## src/rtl/upcounter_ctrl.sv

```systemverilog
// Sequenced run controller for the 4-bit up counter: start/terminal/prescale/mode latched on start.
// count_out, tick and done are registered; busy is decoded from the registered state.
module upcounter_ctrl #(
  parameter int WIDTH = 4,
  parameter int PRE_W = 8
) (
  input  logic             clock,
  input  logic             reset,
  input  logic             start,
  input  logic             stop,
  input  logic             pause,
  input  logic             mode,
  input  logic [WIDTH-1:0] load_val,
  input  logic [WIDTH-1:0] term_val,
  input  logic [PRE_W-1:0] prescale,
  output logic [WIDTH-1:0] count_out,
  output logic             tick,
  output logic             done,
  output logic             busy,
  output logic [1:0]       state
);

  typedef enum logic [1:0] {
    ST_IDLE   = 2'd0,
    ST_RUN    = 2'd1,
    ST_PAUSED = 2'd2,
    ST_DONE   = 2'd3
  } state_e;

  state_e           state_q, state_d;
  logic [WIDTH-1:0] count_q, count_d;
  logic [WIDTH-1:0] load_q, load_d;
  logic [WIDTH-1:0] term_q, term_d;
  logic [PRE_W-1:0] pre_q, pre_d;
  logic [PRE_W-1:0] presc_q, presc_d;
  logic             mode_q, mode_d;
  logic             tick_q, tick_d;
  logic             done_q, done_d;

  always_comb begin
    state_d = state_q;
    count_d = count_q;
    load_d  = load_q;
    term_d  = term_q;
    pre_d   = pre_q;
    presc_d = presc_q;
    mode_d  = mode_q;
    tick_d  = 1'b0;
    done_d  = 1'b0;

    case (state_q)
      ST_IDLE, ST_DONE: begin
        if (stop && (state_q == ST_DONE)) begin
          state_d = ST_IDLE;
        end else if (start) begin
          load_d  = load_val;
          term_d  = term_val;
          presc_d = prescale;
          mode_d  = mode;
          count_d = load_val;
          pre_d   = '0;
          state_d = ST_RUN;
        end
      end
      default: begin
        // RUN and PAUSED share this path; the release edge out of PAUSED counts
        // like a RUN edge so the lost time equals the cycles spent paused.
        if (stop) begin
          state_d = ST_IDLE;
        end else if (pause) begin
          state_d = ST_PAUSED;
        end else begin
          state_d = ST_RUN;
          if (pre_q == presc_q) begin
            pre_d  = '0;
            tick_d = 1'b1;
            if (count_q != term_q) begin
              count_d = count_q + WIDTH'(1);
            end else begin
              done_d = 1'b1;
              if (mode_q) begin
                count_d = load_q;
              end else begin
                state_d = ST_DONE;
              end
            end
          end else begin
            pre_d = pre_q + PRE_W'(1);
          end
        end
      end
    endcase
  end

  always_ff @(posedge clock or negedge reset) begin
    if (!reset) begin
      state_q <= ST_IDLE;
      count_q <= '0;
      load_q  <= '0;
      term_q  <= '0;
      pre_q   <= '0;
      presc_q <= '0;
      mode_q  <= 1'b0;
      tick_q  <= 1'b0;
      done_q  <= 1'b0;
    end else begin
      state_q <= state_d;
      count_q <= count_d;
      load_q  <= load_d;
      term_q  <= term_d;
      pre_q   <= pre_d;
      presc_q <= presc_d;
      mode_q  <= mode_d;
      tick_q  <= tick_d;
      done_q  <= done_d;
    end
  end

  assign count_out = count_q;
  assign tick      = tick_q;
  assign done      = done_q;
  assign state     = state_q;
  assign busy      = (state_q == ST_RUN) || (state_q == ST_PAUSED);

endmodule

```

## config.mk

```make
export PLATFORM = sky130hd
export DESIGN_NAME = upcounter_ctrl
export DESIGN_NICKNAME = d
export VERILOG_FILES = /design/src/rtl/upcounter_ctrl.sv
export SDC_FILE = /design/constraint.sdc
export NUM_CORES = 1
export LEC_CHECK = 0
export ABC_CLOCK_PERIOD_IN_PS = 2350
export CORE_ASPECT_RATIO = 0.5
export CORE_MARGIN = 2
export CORE_UTILIZATION = 51
export CTS_CLUSTER_DIAMETER = 60
export DETAILED_ROUTE_END_ITERATION = 6
export PLACE_DENSITY = 0.78
export REMOVE_ABC_BUFFERS = 1
export SYNTH_ARGS = -nofsm -noshare
export SYNTH_HDL_FRONTEND = slang
export SYNTH_SLANG_ARGS = --single-unit
```

## constraint.sdc

```tcl
create_clock -name clock -period 2.35 [get_ports clock]
set_input_delay 0.235 -clock clock [delete_from_list [all_inputs] [get_ports clock]]
set_output_delay 0.235 -clock clock [all_outputs]
set_load 0.02 [all_outputs]
```

==> results of run 1 <==
Yosys cell counts:
library cell  number
a211oi_4           1
a21o_1             1
a21oi_1            3
a21oi_2            1
a31oi_1            1
a32o_1             1
and3_1             2
buf_2              3
clkbuf_1           1
dfrtp_1           33
ha_1               3
inv_1              3
mux2_1             9
mux2_2            10
mux2i_1            2
nand2_1            7
nand2_2            1
nand2b_1           3
nand2b_4           1
nand3_1            4
nand4_2            1
nor2_1            13
nor3_1             1
nor3b_2            1
nor4_1             1
nor4_4             2
o2111ai_1          4
o21ai_0            7
o21bai_1           1
o221ai_1           2
xnor2_1            5
xor2_1            15
metal layers:
metal  up-vias  track usage, %  part of all wire [%]
li1        576               -                     -
met1       590            24.9                    48
met2        27            30.3                    47
met3         2            5.12                   5.1
met4         0            4.76                  0.45
met5         -               0                     0
where the power goes:
group          total [mW]  internal, mW  switching, mW
Sequential          0.993         0.796          0.197
Clock               0.381         0.194          0.187
Combinational        1.42         0.717          0.703
Total                2.79          1.71           1.09
stage by stage:
stage	instances	cell area [µm²]	setup slack (ns)
floorplan	139	1670	-0.0566
CTS	220	2150	0.203
global route	220	2150	0.146
global placement	214	2070	0.405
detailed placement	214	2070	0.364
finish	220	2150	0.211
cell families after synthesis:
family | share of synthesized area (%)
and+or+nand+nor | 13.3
DFF | 48.9
AOI/OAI and AO/OA | 9.62
muxes | 13.8
xor gates and xnor gates | 10.4
buffers and inverters | 1.78
adders and majority gates | 2.22
layout make-up:
| cell class | instances | area (µm²) |
|---|---|---|
| clock inverter | 1 | 5.00 |
| sequential | 33 | 826 |
| timing repair buffer | 35 | 350 |
| multi-input combinational | 103 | 835 |
| clock buffer | 5 | 68.8 |
| tap | 40 | 50.0 |
| inverter | 3 | 11.3 |
| fill | 252 | 937 |
worst max-delay path by stage:
stage / from / endpoint / slack, ns / depth (start not counted)
after floorplan: state[0] / mode_q / -0.06 / 4
after global placement: pause / count_out[1] / 0.40 / 6
after detailed placement: pause / count_out[2] / 0.36 / 6
after CTS: state[0] / busy / 0.20 / 3
after global routing: state[0] / busy / 0.15 / 3
final: state[0] / busy / 0.21 / 3
sequential cells by signal, indices dropped and copies added (netlist names):
signal,cells
count_out,4
done,1
load_q,4
mode_q,1
pre_q,8
presc_q,8
state,2
term_q,4
tick,1
==> impl_metrics.json, run 1 <==
{
  "worstHoldPathType": "in -> async",
  "drc": 0,
  "critical_path_class": "reg -> out",
  "antenna_found_initial": 0,
  "rsz0062_at_grt": "no",
  "antenna_cells": 0,
  "final_common_cell": "dfrtp_1",
  "routedWlPerCell_um": 14.1,
  "fp-row-count": 14,
  "dieArea_mm2": 0.00382,
  "fin_nets": 206,
  "yosysSeqAreaShare_pct": 48.9,
  "yosysWarnings": 0,
  "crit_buf_inv": 2,
  "cts_hold_buf": 0,
  "setup_viol": 0,
  "arrival_ns": 1.90,
  "initial_core_util_pct": 54.8,
  "clk_path_buf_depth": 2,
  "relSlewSlack_pct": 64.1,
  "final_cell_mix": "dfrtp_1, clkdlybuf4s50_1, xor2_1",
  "grt_pass1_wl_um": 5250,
  "reg2reg_from": "state[0]",
  "required_ns": 2.12,
  "maxCapViolations": 0,
  "final_antenna_net_count": 0,
  "drt_iter0_drc": 38,
  "via_per_inst": 5.43,
  "dr.pass1.iters": 4,
  "r2r_setup_slack_ns": 0.39,
  "postLayoutCoreUtil_pct": 69.6,
  "gp_congestion": 0.855,
  "syn_inst": 143,
  "cts_tree": "done",
  "numPortBuffers": 30,
  "period_minus_slack_ns": 2.14,
  "ctsResizeCount": 0,
  "clock-sinks": 33,
  "cts_buffers": 5,
  "peakVddDrop_v": 0.000955,
  "crit_family": "buffers and inverters",
  "p_leak_nw": 0.947,
  "fmax_ghz": 0.468,
  "ys_ff_latch": 33,
  "die_y_um": 44.7,
  "holdWs_ns": 0.358,
  "r2r_end": "count_out[3]",
  "worst_setup_path_start_kind": "flop",
  "dp_hpwl_um": 2280,
  "clkLatencyLatePin_ns": 0.28,
  "synth_area_leaders": "dfrtp_1, xor2_1, mux2_2, mux2_1, nor2_1",
  "cp_slowest_stage_delay_ns": 0.63,
  "syn_area_per_cell_um2": 11.8,
  "p_per_area_mw_per_mm2": 1300,
  "coreArea_mm2": 0.00308,
  "yosys.area.top_type_share_pct": 48.9,
  "finalSetupTns_ns": 0,
  "overflow": 0,
  "max_slew.worst_pin.slew_ns": 0.538,
  "reg2regPathDepth": 6,
  "cts_root_buf": "clkbuf_8",
  "path_max_fanout": 15,
  "yosysTopAreaCell": "dfrtp_1",
  "grt_max_degree": 34,
  "drive_above_1_share_pct": 16.1,
  "grt_usage_pct": 18.4,
  "grt_pass1_vias": 1134,
  "period_share_pct": 91.0,
  "finalMaxSlewViolations": 0,
  "area_growth_pct": 26.9,
  "slowest_stage": "clkdlybuf4s50_1",
  "crit_chain": "ha_1 > buf_4 > clkdlybuf4s50_1",
  "die_w_um": 85.4,
  "num_vias": 1195,
  "post-cts-setup-buffers": 0,
  "status": "finished clean",
  "htreeDepth": 2,
  "p_total_mw": 2.79,
  "io_pins": 31,
  "end_kind": "output port",
  "netlist_area_mm2": 0.00169,
  "fin_skew_ns": 0.00404,
  "clkTransAtPathRegs_ns": 0.06,
  "wl_um": 3110,
  "synth_cell_types": 32,
  "finalHoldViolations": 0
}
No activity file was read; power rests on OpenSTA's default activity.
==> run 2: changes to the inputs <==
CORE_UTILIZATION = 45   (was 51)
GPL_ROUTABILITY_DRIVEN = 0   (was default)
PLACE_DENSITY = 0.7   (was 0.78)
==> impl_metrics.json, run 2 (same netlist as run 1, synthesis figures left out) <==
{
  "clock-sinks": 33,
  "crit_family": "buffers and inverters",
  "setup_slack_ns": 0.218,
  "end_kind": "output port",
  "drt_iter0_drc": 62,
  "required_ns": 2.12,
  "antenna_found_initial": 0,
  "status": "finished clean",
  "holdWs_ns": 0.354,
  "io_pins": 31,
  "fmax_ghz": 0.469,
  "fin_nets": 207,
  "cp_slowest_stage_delay_ns": 0.63,
  "numPortBuffers": 30,
  "max_slew.worst_pin.slew_ns": 0.589,
  "setup_viol": 0,
  "initial_core_util_pct": 48.2,
  "routedWlPerCell_um": 13.9,
  "die_w_um": 90.7,
  "clk_path_buf_depth": 2,
  "drc": 0,
  "relSlewSlack_pct": 60.7,
  "cts_tree": "done",
  "cts_root_buf": "clkbuf_8",
  "crit_buf_inv": 2,
  "final_cell_mix": "dfrtp_1, clkdlybuf4s50_1, xor2_1",
  "cts_buffers": 5,
  "p_sw_mw": 1.09,
  "final_antenna_net_count": 0,
  "clkPwrFrac_pct": 15.0,
  "overflow": 0,
  "fin_skew_ns": 0.00418,
  "period_minus_slack_ns": 2.13,
  "finalMaxSlewViolations": 0,
  "multi_input_area_um2": 835,
  "ctsResizeCount": 0,
  "post-cts-setup-buffers": 0,
  "fin_cells": 233,
  "top_regs": "pre_q (8), presc_q (8)",
  "switching_share_pct": 38.6,
  "num_vias": 1188,
  "fp-row-count": 15,
  "dp_hpwl_um": 2390,
  "crit_chain": "ha_1 > buf_4 > clkdlybuf4s50_1",
  "path_max_fanout": 15,
  "coreArea_mm2": 0.00351,
  "pwr-share-comb_pct": 49.9,
  "rsz0062_at_grt": "no",
  "drive_above_1_share_pct": 16.5,
  "intPower_mw": 1.74,
  "finalHoldViolations": 0,
  "grt_pass1_vias": 1155,
  "dr.pass1.iters": 4,
  "finalSetupTns_ns": 0,
  "via_per_inst": 5.10,
  "final_common_cell": "dfrtp_1",
  "wl_um": 3240,
  "clkLatencyLatePin_ns": 0.28,
  "dp.cells": 226,
  "slowest_stage": "clkdlybuf4s50_1",
  "grt_max_degree": 34,
  "critical_path_class": "reg -> out",
  "pre_cts_ws_ns": 0.363,
  "period_share_pct": 90.7,
  "p_per_area_mw_per_mm2": 1300,
  "dieArea_mm2": 0.00429,
  "peakVddDrop_v": 0.000609,
  "grt_usage_pct": 17.5,
  "maxCapViolations": 0,
  "htreeDepth": 2,
  "clkTransAtPathRegs_ns": 0.07,
  "seq_area_um2": 826,
  "die_y_um": 47.3,
  "p_leak_nw": 0.950,
  "cts_hold_buf": 0,
  "arrival_ns": 1.90,
  "area_growth_pct": 28.2,
  "antenna_cells": 0,
  "worstHoldPathType": "in -> async",
  "postLayoutCoreUtil_pct": 61.7,
  "worst_setup_path_start_kind": "flop",
  "power_frac_seq_pct": 35.0,
  "grt_pass1_wl_um": 5560,
  "fillers": 298
}
## run 2: cell count changes in the layout (fill, tap and decap cells not counted)
cell,delta
buf_12,-1
clkbuf_1,+1
clkbuf_8,+1
clkinv_2,-1
buf_4,+2
## run 2: metrics by stage
stage | cell area [µm²] | power [mW]
after floorplan | 1670 | 1.97
after global placement | 2080 | 2.39
after detailed placement | 2080 | 2.43
after CTS | 2170 | 2.86
after global routing | 2170 | 3.06
final | 2170 | 2.83
## run 2: path summary, 6_finish.rpt
check                      startpoint           end  slack, ns  depth (start not counted)
hold / removal                  reset     load_q[1]       0.35                          2
setup / recovery             state[0]          busy       0.22                          3
setup reg to reg             pre_q[4]  count_out[2]       0.37                          5
max in group asynchronous       reset  count_out[3]       1.69                          2
hold reg to reg             load_q[1]     load_q[1]       0.50                          1
min in group clock          load_q[1]     load_q[1]       0.50                          1
## run 2: area by class of cell
type	count	share of cell area, %
clock buffers	7	3.98
inverters	3	0.520
multi-input cells	103	38.5
flip-flops and latches	33	38.1
well taps	51	2.94
repair buffers	36	15.9
## run 2: layer usage
layer	part of all wire [%]	vias to the layer above	track usage (%)	wire, µm
met3	4.5	4	5.30	147
met5	0	-	0	0
li1	-	578	-	-
met4	1.4	0	8.31	44
met2	46	25	28.7	1500
met1	48	581	22.2	1550
## run 2: power groups by stage
stage	Sequential [mW]	Clock (mW)	Combinational, mW
finish	0.991	0.425	1.41
global route	1.03	0.467	1.56
global placement	0.997	0	1.39
floorplan	1.02	0	0.948
detailed placement	1.00	0	1.43
CTS	0.996	0.437	1.43
## run 2: worst reg2reg max path: cells and delay by family (launching register included)
family           cells  cell delay (ns)
multiplexers         1             0.35
AO/OA/AOI/OAI        1             0.36
XOR/XNOR             1             0.21
flip-flops           1             0.43
AND/OR/NAND/NOR      2             0.52
